===== config.mk =====
export PLATFORM = sky130hd
export DESIGN_NAME = mult_arbiter
export DESIGN_NICKNAME = d
export VERILOG_FILES = /design/src/rtl/mult_pkg.sv /design/src/rtl/mult_arb_pick.sv /design/src/rtl/mult_arbiter.sv
export SDC_FILE = /design/constraint.sdc
export NUM_CORES = 1
export LEC_CHECK = 0
export ABC_AREA = 1
export BUFFER_PORTS_ARGS = -buffer_cell sky130_fd_sc_hd__buf_2
export CAP_MARGIN = 20
export CORE_AREA = 2 2 64 66
export CTS_CLUSTER_DIAMETER = 60
export DETAILED_ROUTE_END_ITERATION = 6
export DIE_AREA = 0 0 66 68
export GPL_ROUTABILITY_DRIVEN = 0
export GPL_TIMING_DRIVEN = 0
export MAX_ROUTING_LAYER = met4
export PLACE_DENSITY_LB_ADDON = 0.2
export SYNTH_ARGS = -nofsm -noshare
export SYNTH_HDL_FRONTEND = slang
export SYNTH_HIERARCHICAL = 1
export SYNTH_SLANG_ARGS = --single-unit

===== constraint.sdc =====
create_clock -name clk -period 1.6 [get_ports clk]
set_input_delay 0.32 -clock clk [delete_from_list [all_inputs] [get_ports clk]]
set_output_delay 0.32 -clock clk [all_outputs]
set_load 0.02 [all_outputs]

===== src/rtl/mult_pkg.sv =====
// Shared definitions for the multiplier arbiter: FSM encoding, default sizes and requester id.
package mult_pkg;

    localparam int WIDTH_DEF   = 5;
    localparam int TIMEOUT_DEF = 40;

    typedef enum logic [1:0] {
        ST_IDLE  = 2'd0,
        ST_START = 2'd1,
        ST_WAIT  = 2'd2,
        ST_RESP  = 2'd3
    } state_t;

    typedef logic req_id_t;

    localparam req_id_t REQ_ID0 = 1'b0;
    localparam req_id_t REQ_ID1 = 1'b1;

endpackage


===== src/rtl/mult_arb_pick.sv =====
// Combinational winner selection between two requesters; ptr breaks ties.
module mult_arb_pick
    import mult_pkg::*;
(
    input  logic    req0,
    input  logic    req1,
    input  req_id_t ptr,
    output logic    vld,
    output req_id_t win
);

    always_comb begin
        vld = req0 | req1;
        win = REQ_ID0;
        if (req0 && req1) begin
            win = ptr;
        end else if (req1) begin
            win = REQ_ID1;
        end
    end

endmodule


===== src/rtl/mult_arbiter.sv =====
// Two-requester front end for a shared signed multiplier with timeout.
// Define MULT_ARB_RR_EN for round-robin tie breaking; otherwise requester 0 has fixed priority.
module mult_arbiter
    import mult_pkg::*;
#(
    parameter int WIDTH   = WIDTH_DEF,
    parameter int TIMEOUT = TIMEOUT_DEF
) (
    input  logic                      clk,
    input  logic                      rst,
    input  logic                      req0,
    input  logic                      req1,
    input  logic signed [WIDTH-1:0]   a0,
    input  logic signed [WIDTH-1:0]   b0,
    input  logic signed [WIDTH-1:0]   a1,
    input  logic signed [WIDTH-1:0]   b1,
    output logic                      gnt0,
    output logic                      gnt1,
    output logic                      m_start,
    output logic signed [WIDTH-1:0]   m_x,
    output logic signed [WIDTH-1:0]   m_y,
    input  logic                      m_done,
    input  logic signed [2*WIDTH-1:0] m_product,
    output logic signed [2*WIDTH-1:0] res,
    output logic                      res_valid,
    output logic                      res_id,
    output logic                      res_err,
    output logic                      busy
);

    localparam int CNT_W = (TIMEOUT < 1) ? 1 : $clog2(TIMEOUT + 1);

    state_t                    state_q;
    logic                      m_start_q;
    logic signed [WIDTH-1:0]   m_x_q;
    logic signed [WIDTH-1:0]   m_y_q;
    logic signed [2*WIDTH-1:0] res_q;
    logic                      res_valid_q;
    req_id_t                   res_id_q;
    logic                      res_err_q;
    logic                      busy_q;
    req_id_t                   owner_q;
    logic [CNT_W-1:0]          cnt_q;

    logic    vld_d;
    req_id_t win_d;
    req_id_t ptr_d;
    logic    grant_d;

`ifdef MULT_ARB_RR_EN
    req_id_t ptr_q;
    assign ptr_d = ptr_q;
`else
    assign ptr_d = REQ_ID0;
`endif

    mult_arb_pick u_pick (
        .req0 (req0),
        .req1 (req1),
        .ptr  (ptr_d),
        .vld  (vld_d),
        .win  (win_d)
    );

    // Grants are only meaningful in the IDLE cycle whose edge latches the operands.
    assign grant_d = (state_q == ST_IDLE) && !rst && vld_d;
    assign gnt0    = grant_d && (win_d == REQ_ID0);
    assign gnt1    = grant_d && (win_d == REQ_ID1);

    always_ff @(posedge clk) begin
        if (rst) begin
            state_q     <= ST_IDLE;
            m_start_q   <= 1'b0;
            m_x_q       <= '0;
            m_y_q       <= '0;
            res_q       <= '0;
            res_valid_q <= 1'b0;
            res_id_q    <= REQ_ID0;
            res_err_q   <= 1'b0;
            busy_q      <= 1'b0;
            owner_q     <= REQ_ID0;
            cnt_q       <= '0;
`ifdef MULT_ARB_RR_EN
            ptr_q       <= REQ_ID0;
`endif
        end else begin
            m_start_q   <= 1'b0;
            res_valid_q <= 1'b0;
            case (state_q)
                ST_IDLE: begin
                    if (vld_d) begin
                        m_x_q     <= (win_d == REQ_ID1) ? a1 : a0;
                        m_y_q     <= (win_d == REQ_ID1) ? b1 : b0;
                        owner_q   <= win_d;
`ifdef MULT_ARB_RR_EN
                        ptr_q     <= ~win_d;
`endif
                        m_start_q <= 1'b1;
                        busy_q    <= 1'b1;
                        state_q   <= ST_START;
                    end
                end
                ST_START: begin
                    cnt_q   <= '0;
                    state_q <= ST_WAIT;
                end
                ST_WAIT: begin
                    if (m_done) begin
                        res_q       <= m_product;
                        res_err_q   <= 1'b0;
                        res_id_q    <= owner_q;
                        res_valid_q <= 1'b1;
                        state_q     <= ST_RESP;
                    end else if (cnt_q == CNT_W'(TIMEOUT)) begin
                        res_q       <= '0;
                        res_err_q   <= 1'b1;
                        res_id_q    <= owner_q;
                        res_valid_q <= 1'b1;
                        state_q     <= ST_RESP;
                    end else begin
                        cnt_q <= cnt_q + CNT_W'(1);
                    end
                end
                ST_RESP: begin
                    busy_q  <= 1'b0;
                    state_q <= ST_IDLE;
                end
                default: begin
                    busy_q  <= 1'b0;
                    state_q <= ST_IDLE;
                end
            endcase
        end
    end

    assign m_start   = m_start_q;
    assign m_x       = m_x_q;
    assign m_y       = m_y_q;
    assign res       = res_q;
    assign res_valid = res_valid_q;
    assign res_id    = res_id_q;
    assign res_err   = res_err_q;
    assign busy      = busy_q;

endmodule


After elaboration in Yosys (flattened, before gate mapping):

Cells that the tools add are included.

* logic and storage cells: 63
* bits of input ports: 35
* flip-flop bits (word level): 34

* eq/ne operators: 8
* $add $sub $neg: 1
* reduce and logical (&&, ||, !) cells: 17
* bitwise operators: 4
* muxes and demuxes: 22

Operators with widths (number)
* 10-bit two-way mux: 2
* 6-bit two-way mux: 2
* 6-bit one-hot mux with 2 select lines: 1
* 1-bit two-way mux: 10
* 5-bit two-way mux: 2
* 2-bit one-hot mux with 4 select lines: 1
* 2-bit AND reduction: 4
* 6-bit by 1-bit adder with 6-bit output (second input constant): 1
* 6-bit equality test (second input constant): 1
* 2-bit two-way mux: 3
* 2-bit != test (second input constant): 3
* 2-bit nonzero test: 3
* 1-bit logical AND: 5
* 2-bit equality test (second input constant): 2
* 2-bit OR reduction: 2
* 3-bit != test (second input constant): 1
* 1-bit inverter: 3
* 3-bit AND reduction: 1
* 2-bit by 1-bit equality test with 1-bit output (second input constant): 1
* 2-bit logical NOT: 1
* 1-bit one-hot mux with 2 select lines: 1
* 1-bit logical NOT: 1
* 1-bit OR: 1

Logic depth before layout (Yosys ltp):

* word-level depth: 4
* mapped depth: 10
* gate-level depth less buffers: 10

Cells and area by module:

The synthesis kept the hierarchy.

Modules (own cells, without submodules)
* mult_arbiter: area an instance 1612.8 um^2, instances 1, cells each 217
* mult_arb_pick: area an instance 22.5 um^2, instances 1, cells each 5

Worst setup path before layout:

Ideal clock, no wire load.

* path kind: reg-to-output
* start point: register state_q[0]
* end point: output gnt1
* cell stages (with the launch flop): 7
* required time: 1.280 ns
* setup slack: 0.172 ns
* arrival: 1.108 ns
* cell sequence: dfxtp_1 inv_1 ha_1 nand2_1 nor2_1 inv_1 nor2_1

* cells in the longest elaborated chain, start to end: 4

Ends and longest elaborated chain
* start, declared: RTL line mult_arbiter.sv:33 `state_t state_q;`
* start signal, assigned: RTL line mult_arbiter.sv:72 `state_q <= ST_IDLE;`
* start signal, assigned: RTL line mult_arbiter.sv:100 `state_q <= ST_START;`
* start signal, assigned: RTL line mult_arbiter.sv:105 `state_q <= ST_WAIT;`
* 2-bit logical NOT: RTL line mult_arbiter.sv:66 `assign grant_d = (state_q == ST_IDLE) && !rst && vld_d;`
* 1-bit logical AND (2 in a row): RTL line mult_arbiter.sv:66
* 1-bit logical AND: RTL line mult_arbiter.sv:68 `assign gnt1 = grant_d && (win_d == REQ_ID1);`
* end, declared: RTL line mult_arbiter.sv:18 `output logic gnt1,`

Every way passes these cells.

Final worst setup path:

Same ends and word-level chain as after synthesis.

==> flow_summary.json <==
{
  "io_pins": 62,
  "place_hpwl_um": 2820,
  "hp-class": "in2reg",
  "die_w_um": 66,
  "multi_input_area_um2": 838,
  "post-route-period-util_pct": 101,
  "total_leakage_power_uw": 0.00111,
  "ys_warn_count": 6,
  "cts_buffers": 5,
  "synth_cells": 222,
  "synth-main-ff-cell": "dfxtp_1",
  "status": "complete, but fails checks",
  "antenna_found_initial": 0,
  "vdd_drop_max_uv": 676,
  "max-cap-violations": 0,
  "r2r_end": "cnt_q[4]",
  "antenna_cells": 0,
  "period_needed_ns": 1.61,
  "fin_setup_tns_ns": -0.0142,
  "clk_path_buf_depth": 2,
  "crit_type": "reg2out",
  "coreArea_um2": 3860,
  "yosysSeqAreaShare_pct": 41.6,
  "synth.area.top_cells": "dfxtp_1 42%, nand2_1 12%, nand3_1 9.5%",
  "cts_hold_buf": 0,
  "seq_area_um2": 683,
  "fin_skew_ns": 0.00177,
  "hold_viol_final": 0,
  "synthesis.area_um2": 1640,
  "critPathLaunchType": "register",
  "port_buffers": 60,
  "root_buffer": "clkbuf_8",
  "ys_seq_elements": 34,
  "r2r_slack_ns": 0.14,
  "ys_types": 23,
  "synthesis.nets": 264,
  "synth_area_leader_cell": "dfxtp_1",
  "final-setup-viol-count": 1,
  "die_h_um": 68,
  "grt_pass1_wl_um": 6280,
  "clk_pin_slew_worst_paths_ns": 0.07,
  "vias_per_cell": 4.76,
  "synth-async-reset-ratio_pct": 0,
  "die_area_um2": 4490,
  "rows": 23,
  "worst_ep_arrival_time_ns": 1.29,
  "via_count": 1660,
  "crit_path_start": "state_q[0]",
  "yosysTopAreaCellShare_pct": 41.6,
  "clkLatencyLatePin_ns": 0.28,
  "grt.overflow.total": 0,
  "drive_gt1_share_pct": 36.1,
  "violations": "setup timing",
  "cp.required_ns": 1.28,
  "routedWlPerCell_um": 11.4,
  "place_area_um2": 2000,
  "max_clock_freq_mhz": 620,
  "timing.hold.ws_ns": 0.279,
  "slew_viol_final": 0,
  "setup_ws_ns": -0.0142,
  "design_area_um2": 2230,
  "endpoint_kind": "output pin",
  "crit_fanout": 2,
  "clock_sinks": 34,
  "first_global_vias": 1464,
  "critPathCapture": "gnt1",
  "relSlewSlack_pct": 65.6,
  "powerDensity_nw_per_um2": 1400,
  "worst-r2r-cell-count": 10,
  "start_util_pct": 42.4,
  "rsz0062_at_grt": "true",
  "wl_um": 3990,
  "drt.antenna.violating_nets": 0,
  "avgSynthCellArea_um2": 7.37,
  "syn2layout_area_growth_pct": 36.2,
  "drt-pass1-iter-count": 4,
  "tightest_slew_ns": 0.517,
  "grt_start_max_net_pins": 12,
  "fin_util_pct": 57.8,
  "track_usage_pct": 18.8,
  "place_worst_setup_slack_ns": -0.00185,
  "synth_edf_count": 0,
  "drtIter0Drc": 76,
  "nNetsFinal": 340,
  "cts_tree": "done",
  "regToRegStartpoint": "state_q[0]",
  "fillCellCount": 379,
  "cts_htree_levels": 2,
  "drc": 0
}
-- flip-flops by register name (all words and copies together), names as in the netlist --
| signal | flops |
|---|---|
| busy | 1 |
| cnt_q | 6 |
| m_start | 1 |
| m_x | 5 |
| m_y | 5 |
| owner_q | 1 |
| res | 10 |
| res_err | 1 |
| res_id | 1 |
| res_valid | 1 |
| state_q | 2 |
-- where the power goes --
| group | internal, µW | total, µW | leakage (µW) | switching, µW |
|---|---|---|---|---|
| Sequential | 1040 | 1150 | 0.000279 | 107 |
| Combinational | 517 | 1300 | 0.000783 | 785 |
| Clock | 346 | 671 | 0.0000472 | 325 |
| Total | 1900 | 3120 | 0.00111 | 1220 |
-- how the worst min path moves through the flow --
stage / cells after the start / end / start / slack [ns]
2_1_floorplan: 2 / res_id / owner_q / 0.44
3_3_place_gp: 2 / res_id / owner_q / 0.46
3_5_place_dp: 2 / res_id / owner_q / 0.46
4_1_cts: 3 / res[5] / m_product[5] / 0.27
5_1_grt: 3 / res[9] / m_product[9] / 0.28
6_report: 3 / res[0] / m_product[0] / 0.28
-- stage by stage --
stage,instances,total power [µW]
global route,349,3330
finish,349,3120
floorplan,222,1910
detailed placement,332,2260
CTS,347,3110
global placement,332,2240
-- critical path, stage by stage, from the launching register on --
cell	delay, ns
dfxtp_2	0.33
inv_2	0.07
ha_4	0.15
nand2_4	0.05
nor2_4	0.09
inv_2	0.07
nor2_4	0.11
buf_6	0.13
-- synth_stat cells, types with 2 or more instances --
cell      count
nand2_1      52
dfxtp_1      34
nand3_1      31
inv_1        25
a21oi_1      19
nor2_1       13
o211ai_1     10
ha_1          7
buf_2         5
o21ai_0       5
clkbuf_1      3
inv_2         3
nor2_4        3
a21oi_2       2
buf_6         2
-- placed cells by master (no fill, tap or decap), types with 4 or more instances in the layout --
| cell | count |
|---|---|
| inv_2 | 6 |
| clkbuf_8 | 6 |
| buf_6 | 4 |
| nor2_1 | 10 |
| nand2_1 | 50 |
| nand3_1 | 31 |
| dfxtp_1 | 32 |
| o21ai_0 | 5 |
| buf_4 | 9 |
| o211ai_1 | 10 |
| a21oi_1 | 19 |
| inv_1 | 22 |
| buf_2 | 62 |
| nor2_4 | 6 |
| ha_1 | 5 |
-- per-layer routing --
| layer | wire (µm) | share of wire (%) | track usage (%) | vias to the layer above |
|---|---|---|---|---|
| li1 | - | - | - | 870 |
| met1 | 1850 | 46 | 22.2 | 731 |
| met2 | 1840 | 46 | 31.1 | 51 |
| met3 | 234 | 5.9 | 4.11 | 8 |
| met4 | 71 | 1.8 | 8.42 | 0 |
| met5 | 0 | 0 | - | - |
-- cell families (layout without fill, tap and decap cells) --
kind of cell / Yosys count / after routing / synth area share [%]
and+or+nand+nor: 104 / 104 / 28.7
xor gates and xnor gates: 1 / 1 / 0.536
DFF: 34 / 34 / 41.6
AOI/OAI and AO/OA: 37 / 37 / 13.5
adders and majority gates: 7 / 7 / 5.36
buffers and inverters: 38 / 115 / 10.0
other: 1 / 1 / 0.229
-- what timing repair did --
action | in CTS | in global routing
gates resized for setup | 18 | 6
pin swaps | 3 | 3
buffers inserted | 7 | 2
endpoints found under the hold margin | 0 | 0
endpoints found under the setup margin | 2 | 19
-- cell type report --
type                       count  area share [%]
clock buffer                   6            3.71
buffer                        10            2.81
multi-input combinational    150            37.6
clock inverter                 2           0.562
tap                           50            2.81
sequential                    34            30.7
inverter                      28            4.72
timing repair buffer          69            17.1
Note: power is estimated with default switching activity, not from simulation.
